### config.mk
export PLATFORM = sky130hd
export DESIGN_NAME = muldiv_unit
export DESIGN_NICKNAME = d
export VERILOG_FILES = /design/src/rtl/muldiv_unit.sv
export SDC_FILE = /design/constraint.sdc
export NUM_CORES = 1
export LEC_CHECK = 0
export CORE_MARGIN = 5
export CORE_UTILIZATION = 50
export DETAILED_ROUTE_END_ITERATION = 8
export PLACE_DENSITY_LB_ADDON = 0.3
export SKIP_LAST_GASP = 1
export SYNTH_ARGS = -nofsm -noshare
export SYNTH_HDL_FRONTEND = slang
export SYNTH_SLANG_ARGS = --single-unit
export TNS_END_PERCENT = 1
### constraint.sdc
create_clock -name clk -period 5.7 [get_ports clk]
set_input_delay 0.57 -clock clk [delete_from_list [all_inputs] [get_ports clk]]
set_output_delay 0.57 -clock clk [all_outputs]
set_load 0.02 [all_outputs]
### src/rtl/muldiv_unit.sv
// muldiv_unit: iterative integer multiply/divide unit (RV32M/RV64M style).
//   One shift-add (multiply) or restoring-subtract (divide) step per cycle,
//   XLEN steps per operation. Divide-by-zero and signed overflow bypass the
//   iteration and complete one edge after accept.
// Ports:
//   clk, rst_n      clock, async active-low reset
//   start           request; accepted only in IDLE with flush low
//   funct3          000 MUL 001 MULH 010 MULHSU 011 MULHU
//                   100 DIV 101 DIVU 110 REM 111 REMU
//   op_a, op_b      rs1 / rs2 operands, latched at accept
//   tag_in          destination tag, latched at accept
//   flush           abort in-flight operation (beats start)
//   busy            unit occupied (state != IDLE)
//   done            one-cycle pulse, result/tag_out valid
//   result, tag_out registered outputs, held until the next completion
module muldiv_unit #(
    parameter int XLEN  = 32,
    parameter int TAG_W = 5
) (
    input  logic             clk,
    input  logic             rst_n,
    input  logic             start,
    input  logic [2:0]       funct3,
    input  logic [XLEN-1:0]  op_a,
    input  logic [XLEN-1:0]  op_b,
    input  logic [TAG_W-1:0] tag_in,
    input  logic             flush,
    output logic             busy,
    output logic             done,
    output logic [XLEN-1:0]  result,
    output logic [TAG_W-1:0] tag_out
);

    localparam int CW = $clog2(XLEN);

    typedef enum logic [1:0] {IDLE, CALC, DONE} state_t;

    state_t state, state_nx;

    logic [CW-1:0]    cnt;
    logic [XLEN-1:0]  hi;      // product high half / partial remainder
    logic [XLEN-1:0]  lo;      // multiplier / dividend-quotient shift reg
    logic [XLEN-1:0]  dvs;     // multiplicand / divisor magnitude
    logic [2:0]       op_r;
    logic             neg_q;   // negate product or quotient at the end
    logic             neg_r;   // negate remainder at the end
    logic             fast;    // result already sitting in lo
    logic [TAG_W-1:0] tag_r;

    logic accept;
    assign accept = start && !flush && (state == IDLE);

    // ---------------- accept-time decode ----------------
    logic            is_div, div_signed, a_neg, b_neg, div_zero, ovf;
    logic [XLEN-1:0] a_mag, b_mag, fast_val;

    always_comb begin
        is_div     = funct3[2];
        div_signed = funct3[2] && !funct3[0];
        a_neg      = op_a[XLEN-1] && (is_div ? div_signed
                                             : (funct3 == 3'b001 || funct3 == 3'b010));
        b_neg      = op_b[XLEN-1] && (is_div ? div_signed : (funct3 == 3'b001));
        a_mag      = a_neg ? -op_a : op_a;
        b_mag      = b_neg ? -op_b : op_b;
        div_zero   = is_div && (op_b == '0);
        ovf        = div_signed && (op_a == {1'b1, {(XLEN-1){1'b0}}}) && (op_b == '1);
        // funct3[1] distinguishes REM* from DIV*
        if (div_zero) fast_val = funct3[1] ? op_a : '1;
        else          fast_val = funct3[1] ? '0   : op_a;
    end

    // ---------------- one iteration ----------------
    logic [XLEN:0]     sum, trial;
    logic              ge;
    logic [XLEN-1:0]   nxt_hi, nxt_lo, quo, rem;
    logic [2*XLEN-1:0] prod, prod_s;
    logic [XLEN-1:0]   final_res;

    always_comb begin
        // multiply: conditionally add, then shift {hi,lo} right by one
        sum   = {1'b0, hi} + (lo[0] ? {1'b0, dvs} : '0);
        // divide: shift next dividend bit into the remainder and trial-subtract
        trial = {hi, lo[XLEN-1]} - {1'b0, dvs};
        ge    = !trial[XLEN];
        if (op_r[2]) begin
            nxt_hi = ge ? trial[XLEN-1:0] : {hi[XLEN-2:0], lo[XLEN-1]};
            nxt_lo = {lo[XLEN-2:0], ge};
        end else begin
            nxt_hi = sum[XLEN:1];
            nxt_lo = {sum[0], lo[XLEN-1:1]};
        end
        // sign fix-up applied on the edge that enters DONE
        prod   = {nxt_hi, nxt_lo};
        prod_s = neg_q ? -prod : prod;
        quo    = neg_q ? -nxt_lo : nxt_lo;
        rem    = neg_r ? -nxt_hi : nxt_hi;
        case (op_r)
            3'b000:                 final_res = prod_s[XLEN-1:0];
            3'b001, 3'b010, 3'b011: final_res = prod_s[2*XLEN-1:XLEN];
            3'b100, 3'b101:         final_res = quo;
            default:                final_res = rem;
        endcase
    end

    // ---------------- FSM ----------------
    always_ff @(posedge clk or negedge rst_n) begin
        if (!rst_n) state <= IDLE;
        else        state <= state_nx;
    end

    always_comb begin
        state_nx = state;
        case (state)
            IDLE:    if (accept) state_nx = CALC;
            CALC:    if (fast || cnt == '0) state_nx = DONE;
            DONE:    state_nx = IDLE;
            default: state_nx = IDLE;
        endcase
        if (flush) state_nx = IDLE;
    end

    assign busy = (state != IDLE);
    assign done = (state == DONE);

    // ---------------- datapath ----------------
    always_ff @(posedge clk or negedge rst_n) begin
        if (!rst_n) begin
            cnt     <= '0;
            hi      <= '0;
            lo      <= '0;
            dvs     <= '0;
            op_r    <= '0;
            neg_q   <= 1'b0;
            neg_r   <= 1'b0;
            fast    <= 1'b0;
            tag_r   <= '0;
            result  <= '0;
            tag_out <= '0;
        end else if (accept) begin
            cnt   <= CW'(XLEN-1);
            hi    <= '0;
            lo    <= (div_zero || ovf) ? fast_val : a_mag;
            dvs   <= b_mag;
            op_r  <= funct3;
            neg_q <= a_neg ^ b_neg;
            neg_r <= a_neg;
            fast  <= div_zero || ovf;
            tag_r <= tag_in;
        end else if (state == CALC && !flush) begin
            if (fast) begin
                result  <= lo;
                tag_out <= tag_r;
            end else begin
                hi  <= nxt_hi;
                lo  <= nxt_lo;
                cnt <= cnt - 1'b1;
                if (cnt == '0) begin
                    result  <= final_res;
                    tag_out <= tag_r;
                end
            end
        end
    end

endmodule

==> key figures <==
Die
  – Die Ht: ~190 um
  – Core area: 31600 um2
  – # IOs: roughly 120
  – Initial Util: 0.508
  – Die Wd: about 190 um
  – Row count: 65
  – Die footprint: roughly 36000 um2

Synthesis
  – Post-synth EDFFs: 0
  – Cells after Synth: between 2k and 2.5k
  – Post-synth top flop: dfrtp_1
  – Synth top area share: 0.236
  – Async SR Flop Fraction: 1.00
  – Yosys warning count: 0
  – Seq/Total Area, Yosys: 0.236
  – Post-Syn Area: approximately 16000 um2
  – Synthesized flop and latch total: 151
  – Avg Cell Area, Syn: roughly 7.4 um2
  – Post-synth cell types: 91
  – Area contributors post-synth: dfrtp_1 (24%), o21ai_0 (7.6%), nand2_1 (6.3%)
  – Yosys top cell by area: dfrtp_1
  – Syn nets: approximately 2.3k

Global routing
  – Gr ovfl total: 0
  – Global routing met3 resource utilization: 0.111
  – GRT Total Usage: 0.359
  – Vias in the first global route: 16.7k
  – First-pass GRT wire length: ~100 mm
  – Largest net degree at the start of global routing: 100
  – Initial antenna violation count: 1
  – Met1 Track Usage GR: 0.513
  – Met2 usage: 0.508
  – Busiest grt layer: met1

Setup path
  – Peak fanout along the critical path: 5
  – Crit Path Category: register to register
  – Worst EP arrival: 5950 ps
  – R2r setup slk: between 90 and 100 ps
  – Critical Path Start Type: register
  – Worst Setup End Kind: register
  – CP Data Required Time: 6040 ps

Drt
  – DRT Wirelength: 66.0 mm
  – DR WL/cell: roughly 25 um
  – Vias: between 15k and 20k
  – First DRT Iteration DRCs: approximately 2.4k
  – DR DRC count: 0
  – First drt pass iteration count: 8
  – Via density per instance: 6.66
  – Detail Route Antenna Nets: 0

Finish
  – Most frequent cells in the layout: nand2_1 (267), o21ai_0 (243), a21oi_1 (177)
  – Layout area overhead: 14.7%
  – # nets final: 2399
  – N_diodes: 0
  – Layout cell share with drive strength beyond 1: 0.0760
  – Fin area: approximately 18000 um2
  – Fin cells: 2665
  – Most common library cell in the layout ignoring fill and taps: nand2_1

STA
  – Final setup vio count: 0
  – Worst-margin pin slew: between 1000 and 1500 ps
  – Final min period: ~5600 ps
  – FMAX: approximately 180 MHz
  – Fin. max-slew vios: 0
  – Fin crit share: 0.984
  – Layout Skew: approximately 15 ps
  – Relative slew slack: 0.141
  – Final Hold Viols: 0
  – Unrepaired setup endpoints after global routing: yes

Place
  – Placed inst area: ~18000 um2
  – DP Cell Count: 2633
  – Port buffer count: about 110
  – Hpwl dp: 50.7 mm
  – Final GP Congestion: just over 1

CTS
  – CTS Buf Count: 17
  – H-tree Lvls: 4
  – CTS tree: built
  – CTS root buffer: clkbuf_16
  – PostCTS Resize Cnt: 0
  – Post-CTS setup repair buffer count: 0
  – Clock Path Buffers: 2
  – Clk sinks: 151
  – Worst-skew pair later-pin latency: approximately 460 ps
  – CTS hold repair buffers: 0
  – Reg clk slew, reported paths: around 80 ps

Power
  – Pwr dens: 509 nW/um2
  – Worst vdd ir: 308 uV
  – Static leakage: approximately 7.6 nW

Hold path
  – Worst Hold Class: primary input to async pin

Outcome
  – Outcome: finished clean

Job
  – Max-cap viol count: 0
-- synthesized netlist by cell type, types with 17 or more instances --
cell type and number:
nor2_1 163, xor2_1 65, or3_1 25, and3_1 24, nor3_1 54, and2_1 46
o31ai_1 33, a31oi_1 23, xnor2_1 86, a221oi_1 17, ha_1 71, nand4_1 25
clkbuf_1 104, nand2_1 268, nand3_1 53, a21o_1 26, o211ai_1 31, o21ai_0 243
a211oi_1 26, inv_1 87, mux2i_1 43, dfrtp_1 151, a21oi_1 178, o221ai_1 17
-- critical path, stage by stage (launching register included) --
cell	delay, ps
dfrtp_1	400
and2_1	170
ha_1	220
fa_1	430
a21o_1	210
a221oi_2	360
o21a_1	290
o211ai_1	270
a21oi_1	400
mux2_2	390
a311oi_2	300
nand4bb_1	390
or4_4	690
o41ai_1	460
xnor2_1	110
a221oi_1	290
a21oi_1	110
-- stage by stage --
step	hold slack, ps	worst slack (ps)	util	power (mW)	TNS [ps]
3_3_place_gp	452	310	0.563	7.82	0
6_report	141	91.5	0.582	9.35	0
4_1_cts	190	189	0.581	9.07	0
2_1_floorplan	274	106	-	5.66	0
3_5_place_dp	459	240	0.563	7.85	0
5_1_grt	192	-64.4	0.582	9.79	-201
-- power by group --
group          internal (mW)  switching [mW]  leakage (nW)
Sequential              1.29           0.336          1.94
Combinational           2.32            4.21          5.37
Clock                  0.632           0.559         0.282
-- state kept, by name (all words and copies together), names as in the netlist --
signal,cells
cnt,5
dvs,32
fast,1
hi,32
lo,32
neg_q,1
neg_r,1
op_r,3
result,32
state,2
tag_out,5
tag_r,5
-- per-layer routing --
metal  up-vias  routed length [um]  share of wire
met2      1046               27100           0.41
met1      8443               27900           0.42
met5         -                   7        0.00011
li1       8105                   -              -
met4         2                2680          0.041
met3       140                8310           0.13
-- logic make-up after synthesis --
logic type,share of synthesized area
simple gates,0.231
buf+inv,0.0547
fa+ha+maj,0.0580
compound gates,0.305
flops,0.236
mux,0.0325
xor+xnor,0.0826
-- worst paths after layout --
check,from,to,cells past startpoint
setup / recovery,dvs[0],result[31],16
hold / removal,rst_n,result[21],1
setup reg to reg,dvs[0],result[31],16
hold reg to reg,tag_out[4],tag_out[4],2
max in group asynchronous,rst_n,op_r[2],2
min in group clk,tag_out[4],tag_out[4],2
-- layout make-up --
cell class                      count  area, um2
Fill cell                        2978      13200
Clock inverter                     14        150
Clock buffer                       18        439
Multi-Input combinational cell   1798      11400
Inverter                           89        334
Timing Repair Buffer              193       1750
Sequential cell                   151       3780
Tap cell                          402        503
(Power assumes the default switching activity.)
